**src/rtl/tm1638_key_reader.sv**
```systemverilog
// TM1638 key-scan reader: issues the read-key command (0x42) over STB/CLK/DIO,
// shifts in the four scan bytes and publishes the 8-key vector with press pulses.
module tm1638_key_reader #(
    parameter int CLK_DIV     = 50,
    parameter int POLL_CYCLES = 500000
) (
    input  logic       clk,
    input  logic       rst,
    input  logic       tm_dio_in,
    output logic       tm_stb,
    output logic       tm_clk,
    output logic       tm_dio_out,
    output logic       tm_dio_oe,
    output logic [7:0] keys,
    output logic [7:0] key_press,
    output logic       key_valid,
    output logic       busy
);

    localparam int DIV_W  = $clog2(2 * CLK_DIV);
    localparam int POLL_W = $clog2(POLL_CYCLES + 1);
    localparam logic [DIV_W-1:0]  HALF_LAST = DIV_W'(CLK_DIV - 1);
    localparam logic [DIV_W-1:0]  BIT_LAST  = DIV_W'(2 * CLK_DIV - 1);
    localparam logic [POLL_W-1:0] POLL_LAST = POLL_W'(POLL_CYCLES - 1);
    localparam logic [7:0]        CMD_READ_KEYS = 8'h42;

    typedef enum logic [2:0] {
        IDLE,
        START,
        CMD,
        WAIT,
        READ,
        STOP,
        DONE
    } state_t;

    state_t              r_state;
    logic [DIV_W-1:0]    r_divCnt;
    logic [4:0]          r_bitCnt;
    logic [POLL_W-1:0]   r_pollCnt;
    logic                r_dioMeta;
    logic                r_dioSync;
    logic [31:0]         r_shift;
    logic [7:0]          r_keys;
    logic [7:0]          r_keyPress;
    logic                r_keyValid;
    logic                r_tmStb;
    logic                r_tmClk;
    logic                r_tmDioOut;
    logic                r_tmDioOe;
    logic                r_busy;

    state_t              w_nextState;
    logic [DIV_W-1:0]    w_nextDiv;
    logic [4:0]          w_nextBit;
    logic                w_nextStb;
    logic                w_nextClk;
    logic                w_nextDioOut;
    logic                w_nextOe;
    logic                w_nextBusy;
    logic [7:0]          w_newKeys;

    // Key k sits in bit 0 (S1..S4) or bit 4 (S5..S8) of scan byte k mod 4.
    assign w_newKeys = {r_shift[28], r_shift[20], r_shift[12], r_shift[4],
                        r_shift[24], r_shift[16], r_shift[8],  r_shift[0]};

    // Pin values are decoded from the next state and registered, so the
    // TM1638 lines never glitch while staying aligned with r_state.
    always_comb begin
        w_nextState  = r_state;
        w_nextDiv    = r_divCnt + 1'b1;
        w_nextBit    = r_bitCnt;
        w_nextStb    = 1'b1;
        w_nextClk    = 1'b1;
        w_nextDioOut = 1'b0;
        w_nextOe     = 1'b0;
        w_nextBusy   = 1'b0;

        case (r_state)
            IDLE: begin
                w_nextDiv = '0;
                if (r_pollCnt == POLL_LAST) begin
                    w_nextState = START;
                end
            end
            START: begin
                if (r_divCnt == HALF_LAST) begin
                    w_nextState = CMD;
                    w_nextDiv   = '0;
                    w_nextBit   = '0;
                end
            end
            CMD: begin
                if (r_divCnt == BIT_LAST) begin
                    w_nextDiv = '0;
                    if (r_bitCnt == 5'd7) begin
                        w_nextState = WAIT;
                        w_nextBit   = '0;
                    end else begin
                        w_nextBit = r_bitCnt + 5'd1;
                    end
                end
            end
            WAIT: begin
                if (r_divCnt == BIT_LAST) begin
                    w_nextState = READ;
                    w_nextDiv   = '0;
                    w_nextBit   = '0;
                end
            end
            READ: begin
                if (r_divCnt == BIT_LAST) begin
                    w_nextDiv = '0;
                    if (r_bitCnt == 5'd31) begin
                        w_nextState = STOP;
                        w_nextBit   = '0;
                    end else begin
                        w_nextBit = r_bitCnt + 5'd1;
                    end
                end
            end
            STOP: begin
                if (r_divCnt == HALF_LAST) begin
                    w_nextState = DONE;
                    w_nextDiv   = '0;
                end
            end
            DONE: begin
                w_nextState = IDLE;
                w_nextDiv   = '0;
            end
            default: begin
                w_nextState = IDLE;
                w_nextDiv   = '0;
                w_nextBit   = '0;
            end
        endcase

        case (w_nextState)
            START: begin
                w_nextStb  = 1'b0;
                w_nextOe   = 1'b1;
                w_nextBusy = 1'b1;
            end
            CMD: begin
                w_nextStb    = 1'b0;
                w_nextOe     = 1'b1;
                w_nextBusy   = 1'b1;
                w_nextClk    = (w_nextDiv > HALF_LAST);
                w_nextDioOut = CMD_READ_KEYS[w_nextBit[2:0]];
            end
            READ: begin
                w_nextStb  = 1'b0;
                w_nextBusy = 1'b1;
                w_nextClk  = (w_nextDiv > HALF_LAST);
            end
            WAIT, STOP: begin
                w_nextStb  = 1'b0;
                w_nextBusy = 1'b1;
            end
            default: begin
                w_nextStb = 1'b1;
            end
        endcase
    end

    always_ff @(posedge clk or posedge rst) begin
        if (rst) begin
            r_state    <= IDLE;
            r_divCnt   <= '0;
            r_bitCnt   <= '0;
            r_pollCnt  <= '0;
            r_tmStb    <= 1'b1;
            r_tmClk    <= 1'b1;
            r_tmDioOut <= 1'b0;
            r_tmDioOe  <= 1'b0;
            r_busy     <= 1'b0;
        end else begin
            r_state    <= w_nextState;
            r_divCnt   <= w_nextDiv;
            r_bitCnt   <= w_nextBit;
            r_tmStb    <= w_nextStb;
            r_tmClk    <= w_nextClk;
            r_tmDioOut <= w_nextDioOut;
            r_tmDioOe  <= w_nextOe;
            r_busy     <= w_nextBusy;
            if (r_state != IDLE) begin
                r_pollCnt <= '0;
            end else if (r_pollCnt != POLL_LAST) begin
                r_pollCnt <= r_pollCnt + 1'b1;
            end
        end
    end

    // DIO is sampled on the last low-phase cycle, just before tm_clk rises.
    always_ff @(posedge clk or posedge rst) begin
        if (rst) begin
            r_dioMeta  <= 1'b0;
            r_dioSync  <= 1'b0;
            r_shift    <= '0;
            r_keys     <= '0;
            r_keyPress <= '0;
            r_keyValid <= 1'b0;
        end else begin
            r_dioMeta  <= tm_dio_in;
            r_dioSync  <= r_dioMeta;
            r_keyPress <= '0;
            r_keyValid <= 1'b0;
            if (r_state == READ && r_divCnt == HALF_LAST) begin
                r_shift <= {r_dioSync, r_shift[31:1]};
            end
            if (w_nextState == DONE) begin
                r_keys     <= w_newKeys;
                r_keyPress <= w_newKeys & ~r_keys;
                r_keyValid <= 1'b1;
            end
        end
    end

    assign tm_stb     = r_tmStb;
    assign tm_clk     = r_tmClk;
    assign tm_dio_out = r_tmDioOut;
    assign tm_dio_oe  = r_tmDioOe;
    assign busy       = r_busy;
    assign keys       = r_keys;
    assign key_press  = r_keyPress;
    assign key_valid  = r_keyValid;

endmodule

```
**config.mk**
```make
export PLATFORM = sky130hd
export DESIGN_NAME = tm1638_key_reader
export DESIGN_NICKNAME = d
export VERILOG_FILES = /design/src/rtl/tm1638_key_reader.sv
export SDC_FILE = /design/constraint.sdc
export NUM_CORES = 1
export LEC_CHECK = 0
export ABC_AREA = 0
export CAP_MARGIN = 25
export CORE_MARGIN = 10
export CORE_UTILIZATION = 45
export CTS_CLUSTER_DIAMETER = 30
export CTS_CLUSTER_SIZE = 12
export DETAILED_ROUTE_END_ITERATION = 16
export GPL_TIMING_DRIVEN = 0
export SKIP_CTS_REPAIR_TIMING = 1
export SKIP_LAST_GASP = 1
export SLEW_MARGIN = 40
export SYNTH_ARGS = -nofsm -noshare
export SYNTH_HDL_FRONTEND = slang
export SYNTH_SLANG_ARGS = --single-unit
```
**constraint.sdc**
```tcl
create_clock -name clk -period 6.1 [get_ports clk]
set_clock_uncertainty 0.15 [all_clocks]
set_input_delay 0.61 -clock clk [delete_from_list [all_inputs] [get_ports clk]]
set_output_delay 0.61 -clock clk [all_outputs]
set_load 0.02 [all_outputs]
```
==> results_dict.tcl, run 1 <==
set metrics [dict create \
    status "complete, no violations" \
    switching_share_pct 22.16 \
    power_frac_clock_pct 43.2 \
    critPathMaxFanout 10 \
    grt_max_degree 63 \
    h-tree-depth 3 \
    area_delta_synth_final_pct 15.91 \
    max-cap-violations 0 \
    yosysWarnings 0 \
    hold_viol_final 0 \
    wl_um 7417 \
    crit_slowest_cell "clkbuf_1" \
    via_count 2634 \
    drive_gt1_share_pct 17.83 \
    yosysSeqAreaShare_pct 56.33 \
    root_buffer "clkbuf_8" \
    die_h_um 114.3 \
    synth_fp_nets 354 \
    hold_path_depth 0 \
    hp-class "reg -> reg" \
    most-common-layout-cells "dfrtp_1 (88), nand2_1 (42), mux2_2 (32), nor2_1 (32), clkdlybuf4s50_1 (24)" \
    cp_num_cells 8 \
    wl_per_cell_um 14.98 \
    synth_cell_types 60 \
    avgSynthCellArea_um2 11.57 \
    place_hpwl_um 4990 \
    synth_seq_cells 90 \
    required_ns 6.19 \
    async_flop_share_pct 100.0 \
    ant_nets 0 \
    mostFrequentLayoutCell "dfrtp_1" \
    vdd_drop_max_v 0.0001355 \
    internal_power_uw 838.1 \
    netlist_area_um2 4003 \
    met3_length_um 313 \
    clock_path_buffers 2 \
    dieArea_um2 13070 \
    antenna_cells 0 \
    gr-usage-all-layers_pct 12.20 \
    dr.pass1.iters 4 \
    pwr-share-seq_pct 55.4 \
    p_per_area_nw_per_um2 232.1 \
    final_core_util_pct 53.46 \
    cp_cell_sequence "ha_1 -> clkbuf_1 -> and3b_1 -> nand3_1 -> a22o_1 -> nand2_1 -> clkbuf_1 -> nand2_1" \
    netlist_instances 346 \
    grt_overflow 0 \
    placementRows 34 \
    cts_tree "yes" \
    slew_headroom_pct 49.58 \
    globalplace.congestion 0.7870 \
    synth-edff-count 0 \
    placed_area_um2 4410 \
    synth_ff_type "dfrtp_1" \
    cts.sink_count 90 \
    portBuffers 24 \
    tightest_slew_ns 0.7549 \
    arrival_ns 3.02 \
    fin_nets 390 \
    route.met2.wl_um 3480 \
    drt_iter0_markers 124 \
    power.leakage_uw 0.002220 \
    clk_pin_slew_worst_paths_ns 0.10 \
    rsz0062_at_grt "no" \
    fin_area_um2 4639 \
    p_comb_share_pct 1.4 \
    start_util_pct 46.12 \
    p_sw_uw 238.6 \
    drcViolationCount 0 \
    grt_pass1_vias 2774 \
    finalMaxSlewViolations 0 \
    numCtsBuffers 9 \
    routed_via_density 5.321 \
    worst-path-buf-inv 2 \
    period_share_pct 48.07 \
    fp.dieW_um 114.3 \
    grt_antenna_before_repair 0 \
    period_minus_slack_ns 2.932 \
    fill_cells 794 \
    whs_ns 0.2051 \
    ios 25 \
    clk-insertion-delay-late_ns 0.35 \
    wl_met1_um 3559 \
    critPathCaptureType "flop" \
    r2r_cells 8 \
    core-area_um2 8678 \
    slowest_delay_ns 0.49 \
    cp_top_family "simple AND/OR/NAND/NOR gates" \
    max_freq_mhz 341.0 \
    setup_tns_ns 0 \
    setup_viol 0 \
    grt_first_pass_wirelength_um 13330 \
    dr.max_layer_used "met4" \
    startpoint_type "flop" \
    crit_type "reg -> reg" \
]
## worst paths after layout
check	to	from	slack, ns
worst max register to register	tm_stb	r_divCnt[0]	3.17
worst min register to register	r_dioSync	r_dioMeta	0.21
max in group asynchronous	tm_clk	rst	4.74
worst max-delay path	tm_stb	r_divCnt[0]	3.17
worst min-delay path	r_dioSync	r_dioMeta	0.21
min in group asynchronous	r_pollCnt[8]	rst	0.45
## power by group through the flow
stage               Combinational, uW  Clock, uW  Sequential (uW)
floorplan                        8.67          0              609
global placement                 13.2          0              609
detailed placement               16.1          0              609
CTS                              16.2        476              597
global route                     17.7        503              597
finish                           15.0        465              597
## per-layer routing
metal / up-vias / global-route usage [%]
met5: - / 0
li1: 1283 / -
met3: 6 / 3.354
met1: 1316 / 15.77
met2: 29 / 19.32
met4: 0 / 4.010
## metrics by stage
stage                     worst slack (ns)  total power, uW  cells
after floorplan                      3.008            617.4    346
after global placement               1.609            622.1    478
after detailed placement             3.162            624.8    479
after CTS                            3.133             1090    495
after global routing                 2.836             1117    495
final                                3.168             1077    495
## cells by family after synthesis
family	share of synthesized area, %
adders and majority gates	1.563
muxes	9.253
buffers and inverters	2.282
xor gates and xnor gates	4.814
and+or+nand+nor	17.88
DFF	56.33
AOI/OAI and AO/OA	7.877
## synth_stat cells (2+ instances only)
cell	n	area (um^2)
a21oi_1	8	40.04
ha_1	5	62.56
inv_1	6	22.52
nor2_1	32	120.1
nand2_1	42	157.7
nor3b_1	8	60.06
and3_1	2	12.51
clkbuf_1	8	30.03
a211oi_1	2	15.01
and4_1	2	17.52
a22o_1	3	26.28
nand4_1	5	31.28
a21oi_2	2	17.52
xnor2_1	9	78.83
nor2b_1	3	18.77
dfrtp_1	88	2202
buf_1	2	7.510
nor3_1	2	10.01
clkinv_1	2	7.510
and3b_1	2	17.52
and2_1	3	18.77
xor2_1	13	113.9
or3_1	3	18.77
or3b_2	2	17.52
dfstp_2	2	52.55
nand3_1	17	85.08
mux2_2	32	360.4
o21ai_0	3	15.01
nand2b_1	3	18.77
a31oi_1	4	25.02
a32o_1	2	20.02
## layout make-up
type                       count  area, um^2  area share, %
timing repair buffer          25       267.8          5.771
buffer                        13       61.31          1.321
clock inverter                 7       105.1          2.265
inverter                       8       35.03         0.7551
sequential                    90        2255          48.60
multi-input combinational    235        1657          35.71
tap                          108       135.1          2.913
clock buffer                   9       123.9          2.670
## flip-flops by register name (all words and copies together) (netlist names)
| register | cells |
|---|---|
| busy | 1 |
| key_press | 8 |
| key_valid | 1 |
| keys | 8 |
| r_bitCnt | 5 |
| r_dioMeta | 1 |
| r_dioSync | 1 |
| r_divCnt | 7 |
| r_pollCnt | 19 |
| r_shift | 32 |
| r_state | 3 |
| tm_clk | 1 |
| tm_dio_oe | 1 |
| tm_dio_out | 1 |
| tm_stb | 1 |
No activity file was read; power rests on OpenSTA's default activity.
==> inputs of run 2 (changes only) <==
==> constraint.sdc (replaced) <==
create_clock -name clk -period 2.8 [get_ports clk]
set_clock_uncertainty 0.15 [all_clocks]
set_input_delay 0.28 -clock clk [delete_from_list [all_inputs] [get_ports clk]]
set_output_delay 0.28 -clock clk [all_outputs]
set_load 0.02 [all_outputs]
==> run 2 against run 1 <==
Setup slack lost 2.9 ns. Highest routed layer unchanged. Worst hold slack got worse by 0.091 ns. Critical path type unchanged. First-iteration DRC count is 18% lower. Fmax rose by 14%. Critical endpoint is now tm_dio_oe.
==> results_dict.tcl, run 2 (synthesis gave the netlist of run 1 again) <==
set metrics [dict create \
    wl_met1_um 3558 \
    final_core_util_pct 53.58 \
    ant_nets 0 \
    period_minus_slack_ns 2.563 \
    gr-usage-all-layers_pct 12.20 \
    globalplace.congestion 0.7870 \
    drt_iter0_markers 102 \
    startpoint_type "flop" \
    cp_num_cells 6 \
    fin_nets 389 \
    setup_tns_ns 0 \
    placementRows 34 \
    cp_top_family "simple AND/OR/NAND/NOR gates" \
    grt_pass1_vias 2774 \
    wl_per_cell_um 15.08 \
    required_ns 2.88 \
    core-area_um2 8678 \
    r2r-start "r_pollCnt[9]" \
    crit_slowest_cell "or4b_2" \
    clock_path_buffers 2 \
    grt_first_pass_wirelength_um 13330 \
    area_delta_synth_final_pct 16.16 \
    hold_viol_final 0 \
    dieArea_um2 13070 \
    largest_reg_flops 32 \
    grt_antenna_before_repair 0 \
    most-common-layout-cells "dfrtp_1 (88), nand2_1 (41), mux2_2 (32), nor2_1 (32), clkdlybuf4s50_1 (24)" \
    h-tree-depth 3 \
    wl_um 7449 \
    dr.max_layer_used "met4" \
    routed_via_density 5.306 \
    ios 25 \
    grt_max_degree 63 \
    die_h_um 114.3 \
    via_count 2621 \
    met3_length_um 324 \
    arrival_ns 2.64 \
    clk-insertion-delay-late_ns 0.35 \
    cp-startpoint "r_pollCnt[9]" \
    power.total_uw 2348 \
    hp-class "in -> async" \
    max-cap-violations 0 \
    power.leakage_uw 0.002219 \
    r2r_cells 6 \
    slowest_delay_ns 0.72 \
    p_per_area_nw_per_um2 505.1 \
    antenna_cells 0 \
    cts_tree "yes" \
    drcViolationCount 0 \
    period_share_pct 91.52 \
    fp.dieW_um 114.3 \
    grt_overflow 0 \
    setup_viol 0 \
    mostFrequentLayoutCell "dfrtp_1" \
    place_hpwl_um 4990 \
    cts.sink_count 90 \
    drive_gt1_share_pct 19.17 \
    portBuffers 24 \
    critPathCaptureType "flop" \
    route.met2.wl_um 3501 \
    max_freq_mhz 390.2 \
    finalMaxSlewViolations 0 \
    critPathMaxFanout 7 \
    worst-path-buf-inv 0 \
    tightest_slew_ns 0.7549 \
    numCtsBuffers 9 \
    dr.pass1.iters 4 \
    root_buffer "clkbuf_8" \
    reg_top3 "r_shift (32), r_pollCnt (19)" \
    clk_pin_slew_worst_paths_ns 0.09 \
    cp_cell_sequence "or4b_2 -> nor4_4 -> nand2_1 -> o211ai_2 -> or3b_2 -> o31ai_1" \
    vdd_drop_max_v 0.0002947 \
    rsz0062_at_grt "no" \
    crit_type "reg -> reg" \
    start_util_pct 46.12 \
    slew_headroom_pct 49.58 \
    top_register "r_shift" \
    status "complete, no violations" \
]
run 2: changes by cell type in the layout (fill, tap and decap cells not counted), sizes merged:
cell and delta:
clkbuf -1, clkinv -1, clkinvlp +1
run 2: routing by layer:
metal	GRT usage [%]	vias up
li1	-	1279
met1	15.77	1304
met2	19.32	32
met3	3.354	6
met4	4.010	0
met5	0	-
run 2: cell type report:
cell class                 instances  area (um^2)
sequential                        90         2255
inverter                           8        38.79
timing repair buffer              25        267.8
clock inverter                     7        105.1
clock buffer                       9        123.9
fill                             791         4029
buffer                            12        58.81
multi-input combinational        235         1665
tap                              108        135.1
run 2: final timing paths:
kind	end	slack (ns)
worst max-delay path	tm_dio_oe	0.24
worst min-delay path	r_pollCnt[8]	0.11
max in group asynchronous	tm_clk	1.76
worst max register to register	tm_dio_oe	0.24
min in group clk	r_dioSync	0.21
worst min register to register	r_dioSync	0.21
run 2: report_power, final:
group	internal (uW)	switching, uW	total [uW]
clock	519	496	1020
combinational	6.89	25.9	32.8
sequential	1300	0.299	1300
run 2: through the flow:
step	area (um^2)	setup slack, ns	cells	hold WS [ns]
6_report	4649	0.2374	494	0.1140
5_1_grt	4649	0.05787	494	0.1328
4_1_cts	4639	-0.1671	495	0.1157
3_5_place_dp	4410	-0.1384	479	0.1847
3_3_place_gp	4378	-1.361	478	0.1831
2_1_floorplan	4003	0.03805	346	0.1614
run 2: worst register-to-register path: stages, from the launching register on:
cell and delay [ns]:
dfrtp_1 0.44, or4b_2 0.72, nor4_4 0.36, nand2_1 0.22, o211ai_2 0.27, or3b_2 0.21
o31ai_1 0.07
